<file path="config.mk">
export PLATFORM = sky130hd
export DESIGN_NAME = restoring_divider
export DESIGN_NICKNAME = d
export VERILOG_FILES = /design/src/rtl/restoring_divider.sv
export SDC_FILE = /design/constraint.sdc
export NUM_CORES = 1
export LEC_CHECK = 0
export BUFFER_PORTS_ARGS = -buffer_cell sky130_fd_sc_hd__buf_2
export CAP_MARGIN = 5
export CORE_MARGIN = 8
export CORE_UTILIZATION = 38
export DETAILED_ROUTE_END_ITERATION = 16
export SLEW_MARGIN = 20
export SYNTH_ARGS = -nofsm -noshare
export SYNTH_HDL_FRONTEND = slang
export SYNTH_SLANG_ARGS = --single-unit
export TNS_END_PERCENT = 20
</file>
<file path="constraint.sdc">
create_clock -name clk -period 2.1 [get_ports clk]
set_input_delay 0.315 -clock clk [delete_from_list [all_inputs] [get_ports clk]]
set_output_delay 0.315 -clock clk [all_outputs]
set_load 0.02 [all_outputs]
</file>
<file path="src/rtl/restoring_divider.sv">
// ---------------------------------------------------------------------------
// restoring_divider
//   Sequential unsigned restoring divider: q = a / b, r = a % b.
//   One quotient bit is resolved per clock with a (WIDTH+1)-bit trial
//   subtraction. Results are published with a one-cycle done pulse and held
//   until the next accepted start. A zero divisor bypasses the iteration and
//   reports q = all ones, r = a, div_zero = 1.
//
// Ports
//   clk       in   1      rising-edge clock
//   rst_n     in   1      asynchronous active-low reset
//   start     in   1      division request, honoured only when idle
//   a         in   WIDTH  dividend, captured on the accepted start
//   b         in   WIDTH  divisor, captured on the accepted start
//   busy      out  1      division iterating
//   done      out  1      one-cycle pulse, q/r/div_zero valid from here on
//   q         out  WIDTH  quotient
//   r         out  WIDTH  remainder
//   div_zero  out  1      last division had b == 0
// ---------------------------------------------------------------------------
module restoring_divider #(
   parameter int unsigned WIDTH = 4
) (
   input  logic             clk,
   input  logic             rst_n,
   input  logic             start,
   input  logic [WIDTH-1:0] a,
   input  logic [WIDTH-1:0] b,
   output logic             busy,
   output logic             done,
   output logic [WIDTH-1:0] q,
   output logic [WIDTH-1:0] r,
   output logic             div_zero
);

   localparam int unsigned CW = $clog2(WIDTH + 1);

   typedef enum logic [1:0] {
      S_IDLE = 2'd0,
      S_RUN  = 2'd1,
      S_DONE = 2'd2
   } state_e;

   state_e           state_q, state_d;
   logic [WIDTH-1:0] quo_q, quo_d;       // working quotient / shifted dividend
   logic [WIDTH-1:0] rem_q, rem_d;       // working partial remainder
   logic [WIDTH-1:0] dvs_q, dvs_d;       // latched divisor
   logic [CW-1:0]    cnt_q, cnt_d;
   logic             dz_q, dz_d;         // pending div-by-zero flag
   logic             busy_q, busy_d;
   logic             done_q, done_d;
   logic [WIDTH-1:0] q_q, q_d;
   logic [WIDTH-1:0] r_q, r_d;
   logic             div_zero_q, div_zero_d;

   // Shifted remainder keeps R's old MSB as bit WIDTH of the trial operand.
   logic [WIDTH:0]   rem_sh;
   logic [WIDTH:0]   trial;
   logic             no_borrow;

   // Trial subtract rem_sh - D as rem_sh + ~D + 1. Because R < D always
   // holds, the difference lies in (-2^WIDTH, 2^WIDTH), so bit WIDTH is an
   // exact sign bit.
   always_comb begin
      rem_sh    = {rem_q, quo_q[WIDTH-1]};
      trial     = rem_sh + ~{1'b0, dvs_q} + (WIDTH+1)'(1);
      no_borrow = ~trial[WIDTH];
   end

   // Next-state and datapath control.
   always_comb begin
      state_d    = state_q;
      quo_d      = quo_q;
      rem_d      = rem_q;
      dvs_d      = dvs_q;
      cnt_d      = cnt_q;
      dz_d       = dz_q;
      q_d        = q_q;
      r_d        = r_q;
      div_zero_d = div_zero_q;
      busy_d     = (state_q == S_RUN);
      done_d     = (state_q == S_DONE);

      unique case (state_q)
         S_IDLE: begin
            if (start) begin
               div_zero_d = 1'b0;
               if (b == '0) begin
                  state_d = S_DONE;
                  quo_d   = '1;
                  rem_d   = a;
                  dz_d    = 1'b1;
               end else begin
                  state_d = S_RUN;
                  quo_d   = a;
                  dvs_d   = b;
                  rem_d   = '0;
                  cnt_d   = CW'(WIDTH);
                  dz_d    = 1'b0;
               end
            end
         end
         S_RUN: begin
            quo_d = {quo_q[WIDTH-2:0], no_borrow};
            rem_d = no_borrow ? trial[WIDTH-1:0] : rem_sh[WIDTH-1:0];
            cnt_d = cnt_q - CW'(1);
            if (cnt_q == CW'(1)) begin
               state_d = S_DONE;
            end
         end
         S_DONE: begin
            state_d    = S_IDLE;
            q_d        = quo_q;
            r_d        = rem_q;
            div_zero_d = dz_q;
         end
         default: begin
            state_d = S_IDLE;
         end
      endcase
   end

   // State and output registers.
   always_ff @(posedge clk or negedge rst_n) begin
      if (!rst_n) begin
         state_q    <= S_IDLE;
         quo_q      <= '0;
         rem_q      <= '0;
         dvs_q      <= '0;
         cnt_q      <= '0;
         dz_q       <= 1'b0;
         busy_q     <= 1'b0;
         done_q     <= 1'b0;
         q_q        <= '0;
         r_q        <= '0;
         div_zero_q <= 1'b0;
      end else begin
         state_q    <= state_d;
         quo_q      <= quo_d;
         rem_q      <= rem_d;
         dvs_q      <= dvs_d;
         cnt_q      <= cnt_d;
         dz_q       <= dz_d;
         busy_q     <= busy_d;
         done_q     <= done_d;
         q_q        <= q_d;
         r_q        <= r_d;
         div_zero_q <= div_zero_d;
      end
   end

   assign busy     = busy_q;
   assign done     = done_q;
   assign q        = q_q;
   assign r        = r_q;
   assign div_zero = div_zero_q;

endmodule
</file>
==> parameters.txt <==
Parameter                              Value

Global routing
  All-Layer GR Usage    11.2%
  Global-route congestion overflow total    0
  Maximum number of pins on one net before global-route repair    30
  Wire length of the first global-routing pass    around 5600 um
  Number of antenna violations at the first check in global routing    0
  Vias in the first global route    roughly 1200

Hold path
  Path type of the worst min-delay path    in2async

Drt
  Vias per inst    around 5.2
  DR pass1 iterations    4
  Total number of vias    about 1200
  Post-DR wirelength/cell    roughly 15 um
  DR DRC count    0
  Final ANT Viol Nets    0
  Iter 0 DRT Violations    150
  Total Routed Length    3380 um

Final layout
  Share of post-route cells with drive strength above 1    30.5%
  Layout fillers    ~410
  Post-route non-filler standard cell count    between 200 and 250
  Final standard cell utilization of the core    between 40% and 50%
  Number of nets in the final layout    191
  Area Overhead vs Synth    17.0%
  Final std cell area, no fill    1770 um^2
  Diode count    0

STA
  Setup violation total in the final timing report    0
  Final Hold Violating Endpoints    0
  Fraction of the cycle the final worst path needs    a little over nine tenths
  Slew at the pin closest to its max-slew limit    639 ps
  Final sum of negative setup slack    0 ps
  Highest Clock Rate    approximately 500 MHz
  Unrepaired setup endpoints after global routing    false
  Final count of pins violating max slew    0
  Period minus WS final    between 1500 and 2000 ps
  Post-route clock skew    between 5 and 6 ps
  Max_slew headroom    between 50 and 60%

Floorplanning
  Die footprint    between 6000 and 7000 um^2
  Core footprint    ~3900 um^2
  Row count    23
  Starting density of the core    between 30% and 40%
  Die height    about 80 um
  Number of ports placed on the die boundary    22
  Die width    between 70 and 80 um

Worst setup path
  Worst Setup SP    quo_q[3]$_DFFE_PN0P_
  Worst EP arrival    about 2100 ps
  Worst Reg-to-Reg Cells    9
  Crit Path Category    reg2reg
  Crit path max fanout    7
  Endpoint required time on the critical path    around 2200 ps
  Kind of launch point of the worst setup path    flop
  Reg-to-reg endpoint    rem_q[0]$_DFFE_PN0P_
  Flop-to-flop setup slack    100 ps
  Reg2reg start    quo_q[3]$_DFFE_PN0P_
  Endpoint type of the worst setup path    flop
  Worst setup path endpoint    rem_q[0]$_DFFE_PN0P_

Logic synthesis
  Post-Synth XOR/XNOR Area    between 2 and 2.5%
  Part of the Yosys area used for sequential elements    a little under half
  Yosys warning count    0
  Most repeated cell in the gate-level netlist after synthesis    sky130_fd_sc_hd__dfrtp_1
  Count of cell types in the netlist    between 40 and 50
  Net count after synthesis    between 150 and 200
  Flip-flop and latch count after synthesis    29
  Synth Cell Area    1510 um^2
  Synth Area in Adders    6.29%
  Largest family of logic cells by synthesized area    simple AND/OR/NAND/NOR gates
  Compound-gate portion of the synthesized area    12.8%
  Multiplexer fraction of the synthesized cell area    5.87%
  Share of the synthesized area in the top cell type    a little under half
  Post-synthesis cell count    approximately 150
  Area fraction in and, or, nand and nor cells after synthesis    20.0%
  Main area contributors after synthesis    sky130_fd_sc_hd__dfrtp_1, sky130_fd_sc_hd__nand2_1, sky130_fd_sc_hd__mux2_2, sky130_fd_sc_hd__ha_1, sky130_fd_sc_hd__a21oi_1
  Top cells by count, synth    sky130_fd_sc_hd__dfrtp_1, sky130_fd_sc_hd__nand2_1, sky130_fd_sc_hd__nor2_1
  Async set or reset register ratio after synthesis    100%
  Cell type with the highest aggregate area in the netlist    sky130_fd_sc_hd__dfrtp_1
  Post-synth EDFFs    0
  Synth Area per Inst    10.2 um^2
  Dominant register cell in the synthesized netlist    sky130_fd_sc_hd__dfrtp_1

Power and ir drop
  Peak ir drop on the vdd network    around 0.00074 V
  Net Sw Frac    a little over two fifths
  Power Density    1780 nW/um^2
  Internal portion of total power    between 1500 and 2000 uW
  Part of the total power dissipated in combinational logic    a little over half
  Seq pwr share    ~33%
  Switching power of the nets    between 1000 and 1500 uW
  Clock power frac    ~14%
  Leakage power total    about 0.00084 uW
  Overall power consumption    approximately 3100 uW

Place
  Routability cong.    0.850
  Total placed instance area    between 1500 and 2000 um^2
  Dpl cells    215
  Final HPWL from detailed placement    around 2400 um
  Total of buffers placed on input and output ports    21

Clock tree
  Cell chosen for the clock root    sky130_fd_sc_hd__clkbuf_8
  TritonCTS clock tree    built
  Post-CTS clock slew at the launch and capture registers of the worst setup and hold paths    roughly 60 ps
  Number of buffers between clock root and the deepest sink    2
  Clock latency of the later-clocked register in the worst-skew pair    between 200 and 300 ps
  Maximum level of the CTS H-tree    2
  Clock buffer count from CTS    5
  CTS sink cnt    29
  CTS Hold Buffers Added    0

Job
  Max cap viols    0

Run status
  Run status    completed
## through the flow
step | hold WS, ps | setup slack (ps)
floorplan | 19.4 | 161
global placement | 376 | 78.0
detailed placement | 376 | 12.5
CTS | 69.6 | 0.0981
global route | 106 | 6.57
finish | 51.0 | 102
## routing by layer
metal / wire, um / vias to the layer above / GRT usage, % / share of wire (%)
met1: 1550 / 555 / 14.3 / 46
met4: 76 / 0 / 5.93 / 2.3
met2: 1460 / 39 / 15.4 / 43
met5: 0 / - / 0 / 0
met3: 297 / 9 / 4.97 / 8.8
li1: - / 562 / - / -
## critical path, cell delays in order (launching register included)
cell                       delay (ps)
sky130_fd_sc_hd__dfrtp_1          350
sky130_fd_sc_hd__inv_1             90
sky130_fd_sc_hd__ha_2             210
sky130_fd_sc_hd__fa_2             340
sky130_fd_sc_hd__nand2b_4         160
sky130_fd_sc_hd__a21oi_4          240
sky130_fd_sc_hd__buf_6            140
sky130_fd_sc_hd__nor4_1            40
sky130_fd_sc_hd__a31oi_1          180
sky130_fd_sc_hd__a31oi_1          110
## repair_timing
action / in CTS / in global routing
buffers inserted: 1 / 0
gates resized for setup: 0 / 6
endpoints found under the setup margin: 1 / 4
pin swaps: 1 / 1
endpoints found under the hold margin: 0 / 0
## kinds of logic (layout without fill, tap and decap cells)
| family | count (synthesis) | after routing |
|---|---|---|
| AO/OA/AOI/OAI | 29 | 29 |
| XOR/XNOR | 4 | 4 |
| adder cells (fa/ha/maj) | 7 | 7 |
| buffers and inverters | 15 | 41 |
| flip-flops | 29 | 29 |
| multiplexers | 8 | 8 |
| AND/OR/NAND/NOR | 56 | 56 |
## flip-flops by register name (all words and copies together), names as in the netlist
name and cells:
dvs_q 4, state_q 2, div_zero 1, rem_q 4
quo_q 4, busy 1, cnt_q 3, done 1
dz_q 1, r 4, q 4
## layout by cell type, fill, tap and decap left out, types with 2 or more instances in the layout
master                     instances
sky130_fd_sc_hd__clkinv_2          2
sky130_fd_sc_hd__nand2_1          25
sky130_fd_sc_hd__inv_2             3
sky130_fd_sc_hd__xor2_1            2
sky130_fd_sc_hd__nor3b_2           2
sky130_fd_sc_hd__nor2_2            2
sky130_fd_sc_hd__inv_1             7
sky130_fd_sc_hd__nand2b_4          2
sky130_fd_sc_hd__mux2_2            7
sky130_fd_sc_hd__clkbuf_8          5
sky130_fd_sc_hd__o21ai_0           5
sky130_fd_sc_hd__dfrtp_1          29
sky130_fd_sc_hd__a21oi_1           7
sky130_fd_sc_hd__o21ai_1           3
sky130_fd_sc_hd__a31oi_1           5
sky130_fd_sc_hd__or3_1             2
sky130_fd_sc_hd__nor2_1            8
sky130_fd_sc_hd__and3_1            2
sky130_fd_sc_hd__nand3_1           3
sky130_fd_sc_hd__ha_1              5
sky130_fd_sc_hd__buf_2            21
## power by group through the flow
stage / sequential, uW / combinational (uW) / clock, uW
final: 1040 / 1670 / 433
after global routing: 1070 / 1880 / 470
after CTS: 1030 / 1590 / 447
after detailed placement: 1040 / 1540 / 0
after global placement: 1030 / 1500 / 0
after floorplan: 1070 / 1160 / 0
## layout make-up
| type | count | area [um^2] | share of cell area (%) |
|---|---|---|---|
| repair buffers | 23 | 124 | 7.00 |
| well taps | 50 | 62.6 | 3.53 |
| clock buffers | 6 | 72.6 | 4.10 |
| flip-flops and latches | 29 | 726 | 41.0 |
| multi-input cells | 104 | 738 | 41.7 |
| clock inverters | 2 | 10.0 | 0.565 |
| inverters | 10 | 37.5 | 2.12 |
## how the worst min path moves through the flow
| stage | start | to | slack (ps) | cells past startpoint |
|---|---|---|---|---|
| after floorplan | rst_n | busy$_DFF_PN0_ | 20 | 0 |
| after global placement | rst_n | q[1]$_DFFE_PN0P_ | 380 | 1 |
| after detailed placement | rst_n | quo_q[1]$_DFFE_PN0P_ | 380 | 1 |
| after CTS | rst_n | busy$_DFF_PN0_ | 70 | 1 |
| after global routing | rst_n | busy$_DFF_PN0_ | 110 | 1 |
| final | rst_n | quo_q[1]$_DFFE_PN0P_ | 50 | 1 |
(Power assumes the default switching activity.)
